**config.mk**
```make
export PLATFORM = sky130hd
export DESIGN_NAME = debug_reg_writer
export DESIGN_NICKNAME = d
export VERILOG_FILES = /design/src/rtl/debug_reg_writer.sv
export SDC_FILE = /design/constraint.sdc
export NUM_CORES = 1
export LEC_CHECK = 0
export CAP_MARGIN = 20
export CORE_ASPECT_RATIO = 0.6
export CORE_MARGIN = 2
export CORE_UTILIZATION = 52
export DETAILED_ROUTE_END_ITERATION = 8
export PLACE_DENSITY = 0.86
export REMOVE_ABC_BUFFERS = 1
export SLEW_MARGIN = 10
export SYNTH_ARGS = -nofsm -noshare
export SYNTH_HDL_FRONTEND = slang
export SYNTH_SLANG_ARGS = --single-unit
```
**constraint.sdc**
```tcl
create_clock -name clk -period 4.5 [get_ports clk]
set_clock_uncertainty 0.15 [all_clocks]
set_input_delay 1.125 -clock clk [delete_from_list [all_inputs] [get_ports clk]]
set_output_delay 1.125 -clock clk [all_outputs]
set_load 0.02 [all_outputs]
```
**src/rtl/debug_reg_writer.sv**
```systemverilog
// Operator-driven debug write into the core register file: debounced button press
// latches switch address/data, halts the core, pulses one debug write, then releases it.
module debug_reg_writer #(
    parameter int DATA_SW_W       = 10,
    parameter int SIGN_EXT        = 0,
    parameter int DEBOUNCE_CYCLES = 500000,
    parameter int ACK_TIMEOUT     = 1024
) (
    input  logic                 clk,
    input  logic                 reset,
    input  logic                 btn_n,
    input  logic [4:0]           sw_addr,
    input  logic [DATA_SW_W-1:0] sw_data,
    input  logic                 halt_ack,
    output logic                 halt_req,
    output logic                 dbg_we,
    output logic [4:0]           dbg_waddr,
    output logic [31:0]          dbg_wdata,
    output logic                 busy,
    output logic                 done,
    output logic                 err,
    output logic [7:0]           write_count
);

    localparam int DB_W = (DEBOUNCE_CYCLES > 1) ? $clog2(DEBOUNCE_CYCLES) : 1;
    localparam int TO_W = (ACK_TIMEOUT > 1) ? $clog2(ACK_TIMEOUT) : 1;
    localparam logic [DB_W-1:0] DB_LAST = DB_W'(DEBOUNCE_CYCLES - 1);
    localparam logic [TO_W-1:0] TO_LAST = TO_W'(ACK_TIMEOUT - 1);

    typedef enum logic [1:0] {IDLE, REQ, WRITE, RELEASE} state_t;

    state_t          state_q, state_d;
    logic            sync1_q, sync2_q;
    logic            db_q, db_d, db_prev_q;
    logic [DB_W-1:0] db_cnt_q, db_cnt_d;
    logic [TO_W-1:0] to_cnt_q, to_cnt_d;
    logic [4:0]      waddr_q;
    logic [31:0]     wdata_q;
    logic            done_q, done_d;
    logic            err_q, err_d;
    logic [7:0]      count_q;
    logic            latch;
    logic            press;
    logic [31:0]     ext_data;

    generate
        if (SIGN_EXT != 0) begin : g_sext
            assign ext_data = {{(32-DATA_SW_W){sw_data[DATA_SW_W-1]}}, sw_data};
        end else begin : g_zext
            assign ext_data = {{(32-DATA_SW_W){1'b0}}, sw_data};
        end
    endgenerate

    always_comb begin
        db_d     = db_q;
        db_cnt_d = '0;
        if (sync2_q != db_q) begin
            if (db_cnt_q == DB_LAST) begin
                db_d = ~db_q;
            end else begin
                db_cnt_d = db_cnt_q + DB_W'(1);
            end
        end
    end

    assign press = db_prev_q & ~db_q;

    always_comb begin
        state_d  = state_q;
        to_cnt_d = '0;
        done_d   = 1'b0;
        err_d    = 1'b0;
        latch    = 1'b0;
        case (state_q)
            IDLE: begin
                if (press) begin
                    if (sw_addr == 5'd0) begin
                        err_d = 1'b1;
                    end else begin
                        latch   = 1'b1;
                        state_d = REQ;
                    end
                end
            end
            REQ: begin
                if (halt_ack) begin
                    state_d = WRITE;
                end else if (to_cnt_q == TO_LAST) begin
                    err_d   = 1'b1;
                    state_d = IDLE;
                end else begin
                    to_cnt_d = to_cnt_q + TO_W'(1);
                end
            end
            WRITE: state_d = RELEASE;
            RELEASE: begin
                if (!halt_ack) begin
                    done_d  = 1'b1;
                    state_d = IDLE;
                end else if (to_cnt_q == TO_LAST) begin
                    err_d   = 1'b1;
                    state_d = IDLE;
                end else begin
                    to_cnt_d = to_cnt_q + TO_W'(1);
                end
            end
            default: state_d = IDLE;
        endcase
    end

    // Debounced level resets to "pressed" so a button held through reset must be
    // released and pressed again before it can generate a press event.
    always_ff @(posedge clk) begin
        if (!reset) begin
            sync1_q   <= 1'b1;
            sync2_q   <= 1'b1;
            db_q      <= 1'b0;
            db_prev_q <= 1'b0;
            db_cnt_q  <= '0;
            state_q   <= IDLE;
            to_cnt_q  <= '0;
            waddr_q   <= '0;
            wdata_q   <= '0;
            done_q    <= 1'b0;
            err_q     <= 1'b0;
            count_q   <= '0;
        end else begin
            sync1_q   <= btn_n;
            sync2_q   <= sync1_q;
            db_q      <= db_d;
            db_prev_q <= db_q;
            db_cnt_q  <= db_cnt_d;
            state_q   <= state_d;
            to_cnt_q  <= to_cnt_d;
            done_q    <= done_d;
            err_q     <= err_d;
            if (latch) begin
                waddr_q <= sw_addr;
                wdata_q <= ext_data;
            end
            if (done_d) begin
                count_q <= count_q + 8'd1;
            end
        end
    end

    assign halt_req    = (state_q == REQ) || (state_q == WRITE);
    assign dbg_we      = (state_q == WRITE);
    assign busy        = (state_q != IDLE);
    assign dbg_waddr   = waddr_q;
    assign dbg_wdata   = wdata_q;
    assign done        = done_q;
    assign err         = err_q;
    assign write_count = count_q;

endmodule

```
# After elaboration in Yosys (flattened, before gate mapping)
# Cells that the tools add are included.
# totals
output_inout_bits	50
wordCells	55
inputBits	19
ff_bits	60
# classes
eq_ne	8
mux	21
n_bitwise	4
addsub	3
reduce_logical	7
# ops
cell	count
10-bit two-way mux	3
10-bit one-hot mux with 2 select lines	1
19-bit by 1-bit adder with 19-bit output (second input constant)	1
19-bit == test (second input constant)	1
10-bit by 1-bit adder with 10-bit output (second input constant)	1
10-bit == test (second input constant)	1
1-bit two-way mux	10
2-bit two-way mux	5
8-bit by 1-bit adder with 8-bit output (second input constant)	1
2-bit one-hot mux with 4 select lines	1
5-bit zero test	1
2-bit == test (second input constant)	2
2-bit != test (second input constant)	2
2-bit AND reduction	2
1-bit NOT	3
1-bit one-hot mux with 3 select lines	1
3-bit OR reduction	1
2-bit by 1-bit == test with 1-bit output (second input constant)	1
2-bit zero test	1
2-bit nonzero test	1
1-bit AND	1
1-bit logical OR	1
1-bit != test	1

# Logic depth before layout (Yosys ltp)
# Gate-level depths: netlist of run 1.
# depth
depth_word	4
ltp_mapped	8
mapped_depth_nobuf	6

# Least setup slack after synthesis of run 1
# OpenSTA, ideal clock, no wires.
# synth_path
path_type	input port to flip-flop
from	in sw_addr[1]
to	reg wdata_q[5] (netlist: dbg_wdata[5])
path_slack_ns	1.717
setup_time_ns	0.128
arrival_time_ns	2.505
n_path_buf	1
stages	5
t_required_ns	4.222
cell_sequence	or4_1 -> o21ai_2 -> buf_2 -> mux2i_1 -> nor2_1
# synth_via
elab_chain_cells	4
# synth_rtl
element	line_no	text
start, declared	12	input logic [4:0] sw_addr,
5-bit zero test	77	if (sw_addr == 5'd0) begin
1-bit two-way mux	77	
1-bit two-way mux	76	if (press) begin
1-bit two-way mux	74	case (state_q)
end signal, assigned	139	wdata_q <= ext_data;
end, declared	38	logic [31:0] wdata_q;
# No other way between the ends.
# A chain may end at the register's enable or synchronous reset.

# Worst setup path after layout of run 1
# layout_path
from	in sw_addr[1]
to	reg wdata_q[1] (netlist: dbg_wdata[1])
# The elaborated chain is that of the path after synthesis.

==> out/qor.csv, run 1 <==
stage,metric,value,unit
worst_setup_path,CP bufs+invs,1,
timing,f_max,319,MHz
worst_setup_path,Crit-path slowest cell,o21ai_2,
min_path,hold depth,1,
floorplanning,Die Ht,59.8,um
cells_and_area,final instance area,3280,um2
timing,RSZ-0062 raised after global routing,no,
worst_setup_path,CP startpoint kind,input port,
global_routing,gr usage total,19.6,%
timing,Final Critical Period,3140,ps
timing,Final setup viols,0,
floorplanning,die width,96.9,um
drt,number of routed nets with antenna violations,0,
worst_setup_path,Reg2Reg Setup Slack,2180,ps
cells_and_area,fraction of layout cells with a size suffix above 1,6.50,%
drt,DRC,0,
floorplanning,IO Pins,69,
yosys,Yosys reg bits,60,
clock_tree,"CTS clk-pin slew, worst paths",60,ps
clock_tree,CTS resizes,0,
min_path,WHS Endpoint,sync2_q,
floorplanning,Die ar.,5790,um2
min_path,Hold Startpoint,sync1_q,
timing,"Hold Vio Cnt, Final",0,
clock_tree,CTS tree,done,
yosys,Yosys top cell by area,dfxtp_1,
yosys,dominant cells by area after synthesis,"dfxtp_1, nor2_1, buf_4",
power,worst vdd ir,185,uV
worst_setup_path,CP cell instances,"clkdlybuf4s50_1, or4_1, o21ai_2, mux2i_1, nor2_1",
yosys,Synth top area share,44.6,%
global_routing,vias in the first global route,1831,
placed_design,gpl congestion,0.791,
placed_design,placed cell areas,3120,um2
worst_setup_path,CP top delay family,compound AO/OA/AOI/OAI gates,
worst_setup_path,arrival time worst endpoint,3180,ps
timing,setup TNS,0,ps
clock_tree,worst skew pair latency,330,ps
global_routing,antenna violations before repair,0,
status,outcome,"complete, no violations",
cells_and_area,FILL cells,387,
cells_and_area,antenna cells,0,
floorplanning,placement row count,20,
yosys,post-synthesis instance total,300,
drt,drt pass-1 iters,4,
clock_tree,CTS max path bufs,2,
cells_and_area,nets,375,
worst_setup_path,CP Class,in2reg,
min_path,min-delay worst type,reg2reg,
placed_design,placed wire-length estimate,3980,um
worst_setup_path,CP max stage delay,690,ps
floorplanning,Initial Utilization,53.6,%
worst_setup_path,CP startpoint,sw_addr[1],
timing,slew of the pin with the lowest slew margin,850,ps
clock_tree,CTS H-Tree Depth,3,
power,P per Cell Area,303,nW/um2
worst_setup_path,Critical Path RT,4540,ps
clock_tree,total CTS buffers,9,
cells_and_area,area delta synth->final,21.9,%
yosys,most frequently used flop master after synthesis,dfxtp_1,
global_routing,largest net degree at the start of global routing,27,
yosys,asr flop ratio synth,0,%
clock_tree,root cell of the clock tree,clkbuf_8,
clock_tree,CTS sink count,60,
timing,Pins Over Slew Limit,0,
timing,Tcrit/Tclk final,69.7,%
drt,WL/cell,12.9,um
placed_design,port bufs,46,
global_routing,gr ovfl total,0,
yosys,Unique masters post-synth,41,
job,number of max-cap violations,0,
clock_tree,"Setup Fix Bufs, Post-CTS",0,
floorplanning,Core Footprint,5030,um2
worst_setup_path,reg2reg end,db_cnt_q[7],
yosys,Synth Warn #,0,
drt,vias per cell,5.00,
drt,1st-iter DRT viols,87,
worst_setup_path,cells on worst reg2reg path,4,
power,leakage power,1.27,nW
worst_setup_path,Critical Path Fanout Max,15,
worst_setup_path,CP Capture Type,flop,
yosys,Post-Syn Area,2690,um2
yosys,Post-synth EDFFs,0,
worst_setup_path,RR Startpoint,db_cnt_q[12],
yosys,Syn Area/Cell,8.98,um2
clock_tree,hold_buf cts,0,
drt,routed wire length,5420,um
yosys,"Seq/Total Area, Yosys",44.6,%
drt,via count,2100,
timing,Slew HR,43.3,%
global_routing,first-pass GRT wire length,8860,um
worst_setup_path,critical path depth,5,
## layout make-up
class                           count  area, um2  area share [%]
Sequential cell                    60       1200            36.6
Clock inverter                      5       27.5           0.838
Inverter                            8       30.0           0.914
Timing Repair Buffer               46        460            14.0
Tap cell                           66       82.6            2.51
Clock buffer                       11        141            4.30
Multi-Input combinational cell    224       1340            40.8
## synth_stat cells (3+ instances only)
cell type / instances
o21ai_0: 6
nor3_1: 5
a21oi_1: 15
nand2_1: 22
and3_1: 6
or4_1: 6
xnor2_1: 11
dfxtp_1: 60
nand4_1: 9
o31ai_1: 3
mux2i_1: 11
inv_1: 7
clkbuf_1: 5
ha_1: 7
nand3_1: 10
and2_1: 3
buf_4: 22
nor2_1: 47
or3_1: 4
xor2_1: 16
## registers in the layout, summed over array words and instances, names as in the netlist
| register | cells |
|---|---|
| err | 1 |
| write_count | 8 |
| state_q | 2 |
| dbg_wdata | 10 |
| done | 1 |
| db_cnt_q | 19 |
| dbg_waddr | 5 |
| db_prev_q | 1 |
| sync1_q | 1 |
| db_q | 1 |
| sync2_q | 1 |
| to_cnt_q | 10 |
## layout by cell type (no fill, tap or decap), drive strengths merged, types with 3 or more instances in the layout
master / instances
conb: 22
nand2: 22
and3: 7
clkinv: 5
a21oi: 15
o31ai: 3
dfxtp: 60
inv: 7
nor2: 47
nand3: 10
xnor2: 11
ha: 7
and2: 3
nor3: 5
or3: 5
or4: 7
nand4: 9
o21ai: 7
mux2i: 11
clkbuf: 11
clkdlybuf4s50: 46
xor2: 16
## cells by family (layout without fill, tap and decap cells)
group                    Yosys count  count (layout)  share of synthesized area (%)
AO/OA/AOI/OAI                     30              30                           6.97
XOR/XNOR                          27              27                           8.78
adder cells (fa/ha/maj)            7               7                           3.25
buffers and inverters             37              70                           8.55
flip-flops                        60              60                           44.6
multiplexers                      12              12                           4.51
other                              1              22                          0.139
AND/OR/NAND/NOR                  126             126                           23.2
## stage by stage
stage	util [%]	std cells	total power (W)	hold WS [ps]	setup WS, ps
floorplan	-	292	0.000574	236	1690
global placement	61.9	404	0.000595	240	1120
detailed placement	61.9	404	0.000596	265	1040
CTS	65.3	420	0.00101	270	1380
global route	65.3	420	0.00104	292	1270
finish	65.3	420	0.000996	269	1360
## power breakdown
| group | internal (W) | leakage, nW | total [W] | switching (W) |
|---|---|---|---|---|
| sequential | 0.000534 | 0.484 | 0.000536 | 0.00000197 |
| clock | 0.000211 | 0.0889 | 0.000411 | 0.000201 |
| combinational | 0.0000176 | 0.693 | 0.0000485 | 0.0000309 |
| total | 0.000762 | 1.27 | 0.000996 | 0.000233 |
## metal layers
metal | global-route usage, % | vias up | part of all wire, %
met5 | 0 | - | 0
met4 | 8.85 | 0 | 1.2
met3 | 6.20 | 9 | 3.4
met2 | 27.9 | 31 | 43
met1 | 27.3 | 985 | 52
li1 | - | 1075 | -
## how the worst max path moves through the flow
stage | to | slack, ps
2_1_floorplan | dbg_wdata[0] | 1690
3_3_place_gp | dbg_wdata[3] | 1120
3_5_place_dp | dbg_wdata[1] | 1040
4_1_cts | dbg_wdata[1] | 1380
5_1_grt | dbg_wdata[7] | 1270
6_report | dbg_wdata[1] | 1360
Power figures use the tool's default switching activity.
==> run 2: changes to the inputs <==
- CORE_UTILIZATION: 52 -> 49
- PLACE_DENSITY: 0.86 -> 0.82
- clock period: 4.5 -> 3.25 ns (I/O delays scaled with it)
==> run 2 against run 1 <==
Sequential share of layout area shrank 0.78 points. First-iteration DRC count rose by 28%. Clock power grew 75%. Sequential power rose by 38%. Power up 54%. Routed wire length up 4.0%. Critical path type is now reg2out.
==> out/qor.csv, run 2 (synthesized netlist as in run 1, its figures left out) <==
stage,metric,value,unit
worst_setup_path,Crit-path slowest cell,clkdlybuf4s50_1,
power,leakage power,1.30,nW
drt,WL/cell,13.3,um
clock_tree,"Setup Fix Bufs, Post-CTS",0,
timing,RSZ-0062 raised after global routing,no,
cells_and_area,antenna cells,0,
power,P_sw,0.000314,W
drt,routed wire length,5630,um
worst_setup_path,Critical Path RT,2290,ps
clock_tree,CTS H-Tree Depth,3,
clock_tree,CTS tree,done,
global_routing,largest net degree at the start of global routing,20,
drt,vias per cell,5.11,
power,Combinational Power Share,4.4,%
clock_tree,CTS resizes,0,
timing,Final setup viols,0,
cells_and_area,FF/Latch Area,1200,um2
drt,drt pass-1 iters,4,
cells_and_area,fraction of layout cells with a size suffix above 1,7.00,%
worst_setup_path,CP most frequent cell,inv_1,
timing,"Hold Vio Cnt, Final",0,
min_path,min-delay worst type,reg2reg,
timing,Pins Over Slew Limit,0,
job,number of max-cap violations,0,
drt,number of routed nets with antenna violations,0,
global_routing,first-pass GRT wire length,8690,um
placed_design,gpl congestion,0.835,
worst_setup_path,Critical Path Fanout Max,7,
worst_setup_path,CP Capture Type,primary output,
global_routing,vias in the first global route,1880,
clock_tree,"CTS clk-pin slew, worst paths",70,ps
cells_and_area,register bank with the most flops,db_cnt_q,
cells_and_area,nets,378,
floorplanning,die width,99.7,um
cells_and_area,FILL cells,441,
power,sequential share of power,48.5,%
global_routing,gr ovfl total,0,
cells_and_area,Largest register FFs,19,
worst_setup_path,Reg2Reg Setup Slack,960,ps
worst_setup_path,CP cell instances,"inv_1, ha_1, inv_1, clkdlybuf4s50_1",
floorplanning,Initial Utilization,52.0,%
worst_setup_path,CP startpoint kind,flop,
clock_tree,CTS sink count,60,
clock_tree,root cell of the clock tree,clkbuf_8,
power,Cell Int Power,0.00122,W
drt,via count,2160,
floorplanning,placement row count,20,
timing,setup TNS,0,ps
cells_and_area,final core utilization,64.8,%
floorplanning,Die ar.,6130,um2
power,P per Cell Area,456,nW/um2
timing,Tcrit/Tclk final,84.1,%
worst_setup_path,CP Class,reg2out,
placed_design,port bufs,46,
power,worst vdd ir,252,uV
worst_setup_path,arrival time worst endpoint,1770,ps
timing,Slew HR,54.2,%
global_routing,antenna violations before repair,0,
floorplanning,Die Ht,61.4,um
drt,1st-iter DRT viols,111,
floorplanning,Core Footprint,5180,um2
clock_tree,total CTS buffers,9,
cells_and_area,multi-input logic area,1340,um2
timing,Final Critical Period,2730,ps
timing,slew of the pin with the lowest slew margin,686,ps
cells_and_area,"most common cell after layout, fill and taps aside",dfxtp_1,
clock_tree,hold_buf cts,0,
worst_setup_path,CP max stage delay,610,ps
timing,"Worst Setup Slack, final",517,ps
clock_tree,worst skew pair latency,330,ps
floorplanning,IO Pins,69,
global_routing,gr usage total,18.7,%
placed_design,placed wire-length estimate,4170,um
cells_and_area,area delta synth->final,24.6,%
drt,DRC,0,
status,outcome,"complete, no violations",
placed_design,pre-CTS WS,482,ps
clock_tree,CTS max path bufs,2,
timing,Hold Worst Slack,259,ps
cells_and_area,"commonest non-fill, non-tap cells in the layout","dfxtp_1, nor2_1, clkdlybuf4s50_1, nand2_1, conb_1",
timing,f_max,366,MHz
power,Clk pwr share,47.0,%
power,switching part of the total,20.5,%
[run 2: cell types whose count changed in the layout (fill, tap and decap cells not counted), sizes merged]
cell    delta
buf        +3
clkinv     -3
bufinv     +2
clkbuf     +1
[run 2: final cells by class]
type	count	share of cell area (%)
sequential	60	35.8
multi-input combinational	224	40.0
timing repair buffer	49	14.4
inverter	8	0.895
clock inverter	4	2.16
tap	66	2.46
clock buffer	12	4.33
[run 2: routing by layer]
| layer | share of wire, % | track usage (%) | vias up |
|---|---|---|---|
| met1 | 49 | 24.3 | 1015 |
| met5 | 0 | 0 | - |
| met3 | 5.2 | 6.36 | 4 |
| met4 | 0.73 | 8.22 | 0 |
| met2 | 45 | 29.1 | 56 |
| li1 | - | - | 1085 |
[run 2: worst paths after layout]
path                                  start           to  cells past startpoint
worst max-delay path             state_q[0]         busy                      4
worst max register to register  db_cnt_q[6]  db_cnt_q[3]                      4
worst min register to register      sync1_q      sync2_q                      1
worst min-delay path                sync1_q      sync2_q                      1
[run 2: power groups by stage]
stage / clock [W] / combinational [W] / sequential, W
2_1_floorplan: 0 / 0.0000368 / 0.000758
5_1_grt: 0.000772 / 0.0000734 / 0.000743
3_3_place_gp: 0 / 0.0000667 / 0.000759
6_report: 0.000720 / 0.0000678 / 0.000742
4_1_cts: 0.000741 / 0.0000675 / 0.000742
3_5_place_dp: 0 / 0.0000671 / 0.000759
[run 2: critical path: cells and delay by family (launching register included)]
family	cells	cell delay (ps)
adder cells (fa/ha/maj)	1	280
buffers and inverters	3	770
flip-flops	1	390
[run 2: through the flow]
step	instance area (um2)	std cells	power [W]
finish	3360	423	0.00153
CTS	3360	423	0.00155
global route	3360	423	0.00159
global placement	3140	407	0.000825
detailed placement	3140	407	0.000826
floorplan	2570	292	0.000795
